[src/rtl/sync_down_counter_pkg.sv]
// Shared definitions for the synchronous counter family: state encodings and default width.
// Also imported by the up-counter bench when it checks states.
package sync_down_counter_pkg;

    localparam int DEFAULT_WIDTH = 4;

    typedef enum logic [1:0] {
        ST_IDLE    = 2'd0,
        ST_RUN     = 2'd1,
        ST_EXPIRED = 2'd2
    } state_t;

endpackage

[src/rtl/sync_down_counter.sv]
// Loadable synchronous down-counter/timer with a one-cycle terminal-count pulse.
// Optional macro AUTO_RELOAD_EN turns underflow into a reload for periodic operation.
module sync_down_counter
    import sync_down_counter_pkg::*;
#(
    parameter int WIDTH = DEFAULT_WIDTH
) (
    input  logic             clk,
    input  logic             reset,
    input  logic             load,
    input  logic [WIDTH-1:0] load_val,
    input  logic             en,
    output logic [WIDTH-1:0] q,
    output logic             tc,
    output logic             busy
);

    localparam logic [WIDTH-1:0] ALL_ONES = '1;
    localparam logic [WIDTH-1:0] ZERO     = '0;
    localparam logic [WIDTH-1:0] ONE      = WIDTH'(1);

    state_t           state;
    state_t           next_state;
    logic [WIDTH-1:0] count;
    logic [WIDTH-1:0] next_count;
    logic             tc_q;
    logic             next_tc;
    logic             underflow_state_run;

`ifdef AUTO_RELOAD_EN
    logic [WIDTH-1:0] reload;
    logic [WIDTH-1:0] next_reload;
    logic [WIDTH-1:0] underflow_count;

    assign underflow_count     = reload;
    assign underflow_state_run = 1'b1;
`else
    logic [WIDTH-1:0] underflow_count;

    assign underflow_count     = ZERO;
    assign underflow_state_run = 1'b0;
`endif

    always_ff @(posedge clk) begin
        if (reset) begin
            state <= ST_IDLE;
            count <= ALL_ONES;
            tc_q  <= 1'b0;
        end else begin
            state <= next_state;
            count <= next_count;
            tc_q  <= next_tc;
        end
    end

`ifdef AUTO_RELOAD_EN
    always_ff @(posedge clk) begin
        if (reset) begin
            reload <= ALL_ONES;
        end else begin
            reload <= next_reload;
        end
    end

    always_comb begin
        next_reload = reload;
        if (load) begin
            next_reload = load_val;
        end
    end
`endif

    // Priority is load over en; an enabled edge at zero is the underflow that fires tc.
    always_comb begin
        next_state = state;
        next_count = count;
        next_tc    = 1'b0;
        case (state)
            ST_IDLE: begin
                if (load) begin
                    next_count = load_val;
                end else if (en) begin
                    if (count != ZERO) begin
                        next_state = ST_RUN;
                        next_count = count - ONE;
                    end else begin
                        next_tc    = 1'b1;
                        next_count = underflow_count;
                        next_state = underflow_state_run ? ST_RUN : ST_EXPIRED;
                    end
                end
            end
            ST_RUN: begin
                if (load) begin
                    next_count = load_val;
                end else if (en) begin
                    if (count != ZERO) begin
                        next_count = count - ONE;
                    end else begin
                        next_tc    = 1'b1;
                        next_count = underflow_count;
                        next_state = underflow_state_run ? ST_RUN : ST_EXPIRED;
                    end
                end
            end
            ST_EXPIRED: begin
                next_count = ZERO;
                if (load) begin
                    next_count = load_val;
                    next_state = ST_IDLE;
                end
            end
            default: begin
                next_state = ST_IDLE;
                next_count = ALL_ONES;
            end
        endcase
    end

    assign q    = count;
    assign tc   = tc_q;
    assign busy = (state == ST_RUN);

endmodule

[config.mk]
export PLATFORM = sky130hd
export DESIGN_NAME = sync_down_counter
export DESIGN_NICKNAME = d
export VERILOG_FILES = /design/src/rtl/sync_down_counter_pkg.sv /design/src/rtl/sync_down_counter.sv
export SDC_FILE = /design/constraint.sdc
export NUM_CORES = 1
export LEC_CHECK = 0
export ABC_CLOCK_PERIOD_IN_PS = 2100
export BUFFER_PORTS_ARGS = -buffer_cell sky130_fd_sc_hd__buf_2
export CAP_MARGIN = 0
export CORE_AREA = 2 2 39 41
export CTS_BUF_LIST = sky130_fd_sc_hd__clkbuf_16
export DETAILED_ROUTE_END_ITERATION = 7
export DIE_AREA = 0 0 41 43
export GPL_ROUTABILITY_DRIVEN = 0
export PLACE_DENSITY = 0.58
export SYNTH_ARGS = -nofsm -noshare
export SYNTH_HDL_FRONTEND = slang
export SYNTH_SLANG_ARGS = --single-unit
[constraint.sdc]
create_clock -name clk -period 2.1 [get_ports clk]
set_input_delay 0.42 -clock clk [delete_from_list [all_inputs] [get_ports clk]]
set_output_delay 0.42 -clock clk [all_outputs]
set_load 0.1 [all_outputs]
==> impl_summary.txt, run 1 <==
----------------------------------------------------
[CTS]
  Clk Tree Root Cell ... sky130_fd_sc_hd__clkbuf_16
  Cells resized by post-CTS repair ... 0
  Clock tree from TritonCTS ... yes
  Post CTS Setup Buffer Count ... 0
  Clock network latency to the later pin of the worst-skew pair ... 0.23 ns
  CTS clock-pin slew for the worst setup and hold paths ... 0.04 ns
  Maximum buffer depth of the clock tree ... 2
  Quantity of hold-fixing buffers added after cts ... 0
  Number of levels in the clock H-tree ... 1
  Sinks on the clock net ... 7
  CTS buffer count ... 3

[Yosys]
  Number of synthesis warnings ... 0
  Seq/Total Area, Yosys ... 37.8%
  Number of storage elements in the synthesis netlist ... 7
  Distinct cell type count of the synthesized netlist ... 24
  Netlist Area Pre-Place ... 370 um2
  Number of nets produced by synthesis ... 51
  Average cell area after synthesis ... 8.61 um2
  Cells after Synth ... 43

[Power]
  Leak pwr ... 0.221 nW
  Worst VDD drop ... 0.000497 V
  Internal power ... 410 uW
  Flop pwr share ... 27.2%
  Share of total power in combinational logic ... 15.9%
  Net Sw Power ... 150 uW
  Proportion of total power due to net switching ... 26.7%
  Total Power ... 559 uW
  Clock power frac ... 56.9%
  Power Density ... 1050 nW/um2

[Hold path]
  Number of instances on the worst hold path ... 3
  Hold path startpoint ... load_val[3]
  Path type of the worst min-delay path ... input pin to flop
  Destination of the worst hold path ... q[3]$_SDFFE_PP1P_

[Timing]
  Number of max-slew violations in the final report ... 0
  Number of hold-slack violations in the final timing report ... 0
  Highest Clock Rate ... 620 MHz
  Crit share post-route ... 76.8%
  Worst Skew ... 0.000712 ns
  Slew at the pin closest to its max-slew limit ... 0.485 ns
  Unrepaired setup endpoints after global routing ... false
  Sum of negative setup slack ... 0 ns
  Worst hold slack after final layout ... 0.398 ns
  Final Setup Violations ... 0
  Crit path time final ... 1.61 ns
  Relative max-transition margin ... 67.9%

[Routing]
  Drt pass-1 iters ... 4
  Count of antenna-violating nets left after detailed routing ... 0
  Wire per inst ... 11.0 um
  Vias/cell ... 4.89
  Initial detailed-routing violation count ... 5
  Via count ... 367
  Total wire length after detailed routing ... 828 um
  Total DRC errors in the routed layout ... 0

[Worst setup path]
  Maximum single-stage delay on the critical path ... 0.49 ns
  Startpoint type of the worst setup path ... flop
  Worst Reg2Reg Path Length in Cells ... 4
  Critical path, cell by cell ... buf_2
  Critical-path maximum fanout ... 7
  Sum of buffers and inverters on the critical path ... 1
  Worst path top cell family by delay ... buffers and inverters
  RR Startpoint ... q[0]$_SDFFE_PP1P_
  Critical path arrival ... 1.19 ns
  R2r setup slk ... 0.85 ns
  Crit. End Element ... primary output
  Required time at the worst-slack endpoint ... 1.68 ns
  CP Launch Point ... q[0]$_SDFFE_PP1P_
  R2r endpoint ... state[1]$_SDFFE_PP0P_
  Highest-delay cell along the critical path ... sky130_fd_sc_hd__buf_2
  Type of the worst setup path ... flop to primary output

[GRT]
  Wire length of the first global-routing pass ... 1.40 mm
  Initial antenna violation count ... 0
  GRT Overall Usage ... 12.9%
  Via count of the first global-routing pass ... 339
  Pin count of the biggest net entering global routing ... 10
  Global-route congestion overflow total ... 0

[Finish]
  Final antenna diode count ... 0
  Layout Area Growth over Synthesis ... 43.6%
  Area of the multi-input gates ... 228 um2
  Storage element area ... 140 um2
  Proportion of layout cells with a drive suffix above 1 ... 37.3%
  # nets final ... 68
  End-of-flow core utilization ... 38.4%
  Filler Cell Count ... 142

[Floorplanning]
  Area enclosed by the die boundary ... 1760 um2
  I/O Pins ... 14
  Initial standard-cell utilization of the core ... 26.8%
  Die span in y ... 43 um
  Standard-cell row count ... 14
  Placeable core region ... 1380 um2
  Chip width ... 41 um

[Placement]
  Count of input and output buffers ... 13
  Half-perimeter wire length after placement ... 631 um

[Job]
  Number of max-capacitance violations reported ... 0

[Status]
  Status ... finished clean

----------------------------------------------------
[sequential cells by signal, summed over array words and instances (netlist names)]
register and count:
tc 1, state 2, q 4
[cell usage after synthesis]
library cell,number,share of area (%)
sky130_fd_sc_hd__nor2_1,6,6.1
sky130_fd_sc_hd__mux2_2,1,3.0
sky130_fd_sc_hd__nand2_1,5,5.1
sky130_fd_sc_hd__nor3_1,2,2.7
sky130_fd_sc_hd__or2_1,1,1.7
sky130_fd_sc_hd__or3_4,1,3.0
sky130_fd_sc_hd__a32oi_1,1,2.4
sky130_fd_sc_hd__a21o_1,1,2.0
sky130_fd_sc_hd__buf_2,1,1.4
sky130_fd_sc_hd__nor4_4,1,5.7
sky130_fd_sc_hd__nor3_2,1,2.7
sky130_fd_sc_hd__a211oi_1,1,2.0
sky130_fd_sc_hd__o21ai_1,1,1.4
sky130_fd_sc_hd__a31oi_1,2,3.4
sky130_fd_sc_hd__a21oi_1,1,1.4
sky130_fd_sc_hd__nand3_1,2,2.7
sky130_fd_sc_hd__or2_2,1,1.7
sky130_fd_sc_hd__o21bai_1,1,2.0
sky130_fd_sc_hd__o2bb2ai_1,1,2.4
sky130_fd_sc_hd__nor2b_1,2,3.4
sky130_fd_sc_hd__a2111oi_0,1,2.4
sky130_fd_sc_hd__a221oi_1,1,2.4
sky130_fd_sc_hd__dfxtp_1,7,38
sky130_fd_sc_hd__o21ai_0,1,1.4
[power by group through the flow]
stage | Clock (mW) | Combinational [mW] | Sequential, mW
floorplan | 0 | 0.0336 | 0.190
global placement | 0 | 0.0894 | 0.154
detailed placement | 0 | 0.0892 | 0.154
CTS | 0.326 | 0.0894 | 0.152
global route | 0.336 | 0.0953 | 0.153
finish | 0.318 | 0.0890 | 0.152
[worst max path at each step]
stage / endpoint / slack [ns] / cells past startpoint
final: q[0] / 0.49 / 1
after global routing: busy / 0.44 / 2
after CTS: q[0] / 0.48 / 1
after detailed placement: q[0] / 0.72 / 1
after global placement: q[0] / 0.73 / 1
after floorplan: q[0]$_SDFFE_PP1P_ / 0.44 / 3
[per-layer routing]
layer | GRT usage (%) | vias to the layer above | share of wire, %
met5 | 0 | - | 0
met2 | 15.6 | 13 | 39
li1 | - | 192 | -
met4 | 12.0 | 0 | 5.1
met3 | 6.28 | 4 | 7.4
met1 | 15.4 | 158 | 48
[area by class of cell]
type	count	area share, %
multi-input cells	35	42.8
flip-flops and latches	7	26.4
clock buffers	3	14.1
repair buffers	13	12.2
well taps	16	3.76
clock inverters	1	0.706
[kinds of logic (layout without fill, tap and decap cells)]
family | after synthesis | in the layout | share of synthesized area (%)
and+or+nand+nor | 22 | 22 | 34.8
AOI/OAI and AO/OA | 12 | 12 | 23.0
DFF | 7 | 7 | 37.8
muxes | 1 | 1 | 3.04
buffers and inverters | 1 | 17 | 1.35
[per-stage QoR]
stage,area [um2],setup WS (ns),cells
4_1_cts,532,0.476,75
5_1_grt,532,0.440,75
3_5_place_dp,453,0.722,71
2_1_floorplan,373,0.439,43
6_report,532,0.487,75
3_3_place_gp,453,0.733,71
[cells in the final DEF, fill, tap and decap left out]
master / instances
sky130_fd_sc_hd__nor3_2: 1
sky130_fd_sc_hd__buf_2: 13
sky130_fd_sc_hd__o21ai_0: 1
sky130_fd_sc_hd__nor2b_2: 1
sky130_fd_sc_hd__a221oi_1: 1
sky130_fd_sc_hd__a211oi_1: 1
sky130_fd_sc_hd__a31oi_1: 2
sky130_fd_sc_hd__inv_1: 1
sky130_fd_sc_hd__o2bb2ai_1: 1
sky130_fd_sc_hd__nand3_1: 2
sky130_fd_sc_hd__nand2_1: 5
sky130_fd_sc_hd__o21ai_1: 1
sky130_fd_sc_hd__a21oi_1: 1
sky130_fd_sc_hd__nor4_4: 1
sky130_fd_sc_hd__or2_2: 1
sky130_fd_sc_hd__o21bai_1: 1
sky130_fd_sc_hd__nor2b_1: 1
sky130_fd_sc_hd__a21o_1: 1
sky130_fd_sc_hd__nor2_1: 6
sky130_fd_sc_hd__clkbuf_16: 3
sky130_fd_sc_hd__mux2_2: 1
sky130_fd_sc_hd__nor3_1: 2
sky130_fd_sc_hd__a32oi_1: 1
sky130_fd_sc_hd__or2_1: 1
sky130_fd_sc_hd__dfxtp_1: 7
sky130_fd_sc_hd__a2111oi_0: 1
sky130_fd_sc_hd__or3_4: 1
No activity file was read; power rests on OpenSTA's default activity.
==> run 2: changes to the inputs <==
--- a/config.mk
+++ b/config.mk
@@ -5,7 +5,7 @@
 export SDC_FILE = /design/constraint.sdc
 export NUM_CORES = 1
 export LEC_CHECK = 0
-export ABC_CLOCK_PERIOD_IN_PS = 2100
+export ABC_CLOCK_PERIOD_IN_PS = 1500
 export BUFFER_PORTS_ARGS = -buffer_cell sky130_fd_sc_hd__buf_2
 export CAP_MARGIN = 0
 export CORE_AREA = 2 2 39 41
==> constraint.sdc (replaced) <==
create_clock -name clk -period 1.5 [get_ports clk]
set_input_delay 0.3 -clock clk [delete_from_list [all_inputs] [get_ports clk]]
set_output_delay 0.3 -clock clk [all_outputs]
set_load 0.1 [all_outputs]
==> impl_summary.txt, run 2 (synthesis results as in run 1) <==
----------------------------------------------------
[Power]
  Internal power ... 581 uW
  Power Density ... 1430 nW/um2
  Clock power frac ... 56.1%
  Flop pwr share ... 27.2%
  Worst VDD drop ... 0.000537 V
  Share of total power in combinational logic ... 16.7%
  Proportion of total power due to net switching ... 26.6%
  Leak pwr ... 0.223 nW
  Total Power ... 791 uW
  Net Sw Power ... 211 uW

[Worst setup path]
  Worst path top cell family by delay ... buffers and inverters
  Critical-path maximum fanout ... 7
  Worst Reg2Reg Path Length in Cells ... 4
  Maximum single-stage delay on the critical path ... 0.45 ns
  Critical path arrival ... 1.09 ns
  Critical path, cell by cell ... buf_2
  Count of cell instances traversed by the critical path ... 1
  Sum of buffers and inverters on the critical path ... 1
  Crit. End Element ... primary output
  Startpoint type of the worst setup path ... flop
  Type of the worst setup path ... flop to primary output
  Highest-delay cell along the critical path ... sky130_fd_sc_hd__buf_2
  Required time at the worst-slack endpoint ... 1.20 ns

[Floorplanning]
  Standard-cell row count ... 14
  Placeable core region ... 1380 um2
  Chip width ... 41 um
  I/O Pins ... 14
  Area enclosed by the die boundary ... 1760 um2
  Die span in y ... 43 um
  Initial standard-cell utilization of the core ... 26.8%

[Timing]
  Worst Skew ... 0.00107 ns
  Slew at the pin closest to its max-slew limit ... 0.487 ns
  Number of hold-slack violations in the final timing report ... 0
  Final Setup Violations ... 0
  Crit share post-route ... 92.4%
  Crit path time final ... 1.39 ns
  Sum of negative setup slack ... 0 ns
  Number of max-slew violations in the final report ... 0
  Relative max-transition margin ... 67.7%
  Unrepaired setup endpoints after global routing ... false
  Highest Clock Rate ... 722 MHz

[CTS]
  Clock tree from TritonCTS ... yes
  Clock network latency to the later pin of the worst-skew pair ... 0.23 ns
  CTS clock-pin slew for the worst setup and hold paths ... 0.04 ns
  Maximum buffer depth of the clock tree ... 2
  Clk Tree Root Cell ... sky130_fd_sc_hd__clkbuf_16
  Sinks on the clock net ... 7
  Number of levels in the clock H-tree ... 1
  Cells resized by post-CTS repair ... 0
  Quantity of hold-fixing buffers added after cts ... 0
  CTS buffer count ... 3
  Post CTS Setup Buffer Count ... 0

[Routing]
  Wire per inst ... 12.2 um
  Drt pass-1 iters ... 4
  Via count ... 386
  Total DRC errors in the routed layout ... 0
  Initial detailed-routing violation count ... 12
  Count of antenna-violating nets left after detailed routing ... 0
  Total wire length after detailed routing ... 916 um
  Vias/cell ... 5.15

[Finish]
  Max reg flops ... 4
  Final cell area excluding filler cells ... 552 um2
  # nets final ... 68
  Area of the multi-input gates ... 228 um2
  Final antenna diode count ... 0
  Filler Cell Count ... 152
  Layout Area Growth over Synthesis ... 49.0%
  Proportion of layout cells with a drive suffix above 1 ... 44.1%
  End-of-flow core utilization ... 39.9%
  Commonest non-fill, non-tap cell in the layout ... sky130_fd_sc_hd__buf_2
  Storage element area ... 145 um2
  Commonest non-fill, non-tap cells in the layout ... 12 x sky130_fd_sc_hd__buf_2, 6 x sky130_fd_sc_hd__nor2_1, 5 x sky130_fd_sc_hd__nand2_1

[Job]
  Number of max-capacitance violations reported ... 0

[Hold path]
  Path type of the worst min-delay path ... input pin to flop
  Number of instances on the worst hold path ... 3

[Placement]
  Count of input and output buffers ... 13
  Half-perimeter wire length after placement ... 659 um
  Placed inst area ... 473 um2

[GRT]
  Wire length of the first global-routing pass ... 1.33 mm
  Via count of the first global-routing pass ... 315
  GRT Overall Usage ... 12.1%
  Initial antenna violation count ... 0
  Pin count of the biggest net entering global routing ... 10
  Global-route congestion overflow total ... 0

[Status]
  Status ... finished clean

----------------------------------------------------
run 2: cell count changes in the layout (fill, tap and decap cells not counted):
cell                      previous run  this run
sky130_fd_sc_hd__dfxtp_2             0         4
sky130_fd_sc_hd__buf_2              13        12
sky130_fd_sc_hd__buf_12              0         1
sky130_fd_sc_hd__dfxtp_1             7         3
run 2: power by group through the flow:
stage / clock network [mW] / registers [mW] / logic, mW
2_1_floorplan: 0 / 0.268 / 0.0470
3_3_place_gp: 0 / 0.217 / 0.133
3_5_place_dp: 0 / 0.217 / 0.132
4_1_cts: 0.454 / 0.214 / 0.133
5_1_grt: 0.470 / 0.216 / 0.139
6_report: 0.444 / 0.215 / 0.132
run 2: through the flow:
| stage | instances | hold slack [ns] | setup WS (ns) |
|---|---|---|---|
| 2_1_floorplan | 43 | 0.370 | 0.00421 |
| 3_3_place_gp | 71 | 0.505 | 0.263 |
| 3_5_place_dp | 71 | 0.508 | 0.271 |
| 4_1_cts | 75 | 0.274 | 0.112 |
| 5_1_grt | 75 | 0.296 | 0.0911 |
| 6_report | 75 | 0.270 | 0.115 |
run 2: layout make-up:
cell class	count	share of cell area, %
Multi-Input combinational cell	35	41.3
Timing Repair Buffer	13	14.5
Clock inverter	1	0.680
Tap cell	16	3.63
Clock buffer	3	13.6
Sequential cell	7	26.3
run 2: routing by layer:
metal  global-route usage, %  vias to the layer above  part of all wire, %  wire, um
li1                        -                      192                    -         -
met1                    16.7                      169                   46       417
met2                    12.8                       21                   40       365
met3                    5.24                        4                   12       107
met4                    12.0                        0                  2.7        25
met5                       0                        -                    0         0
run 2: worst paths after layout:
check                     endpoint  slack [ns]              start
max                           q[0]        0.11  q[0]$_SDFFE_PP1P_
min              q[3]$_SDFFE_PP1P_        0.27        load_val[3]
max reg2reg  state[1]$_SDFFE_PP0P_        0.29  q[0]$_SDFFE_PP1P_
min reg2reg      q[2]$_SDFFE_PP1P_        0.51  q[2]$_SDFFE_PP1P_
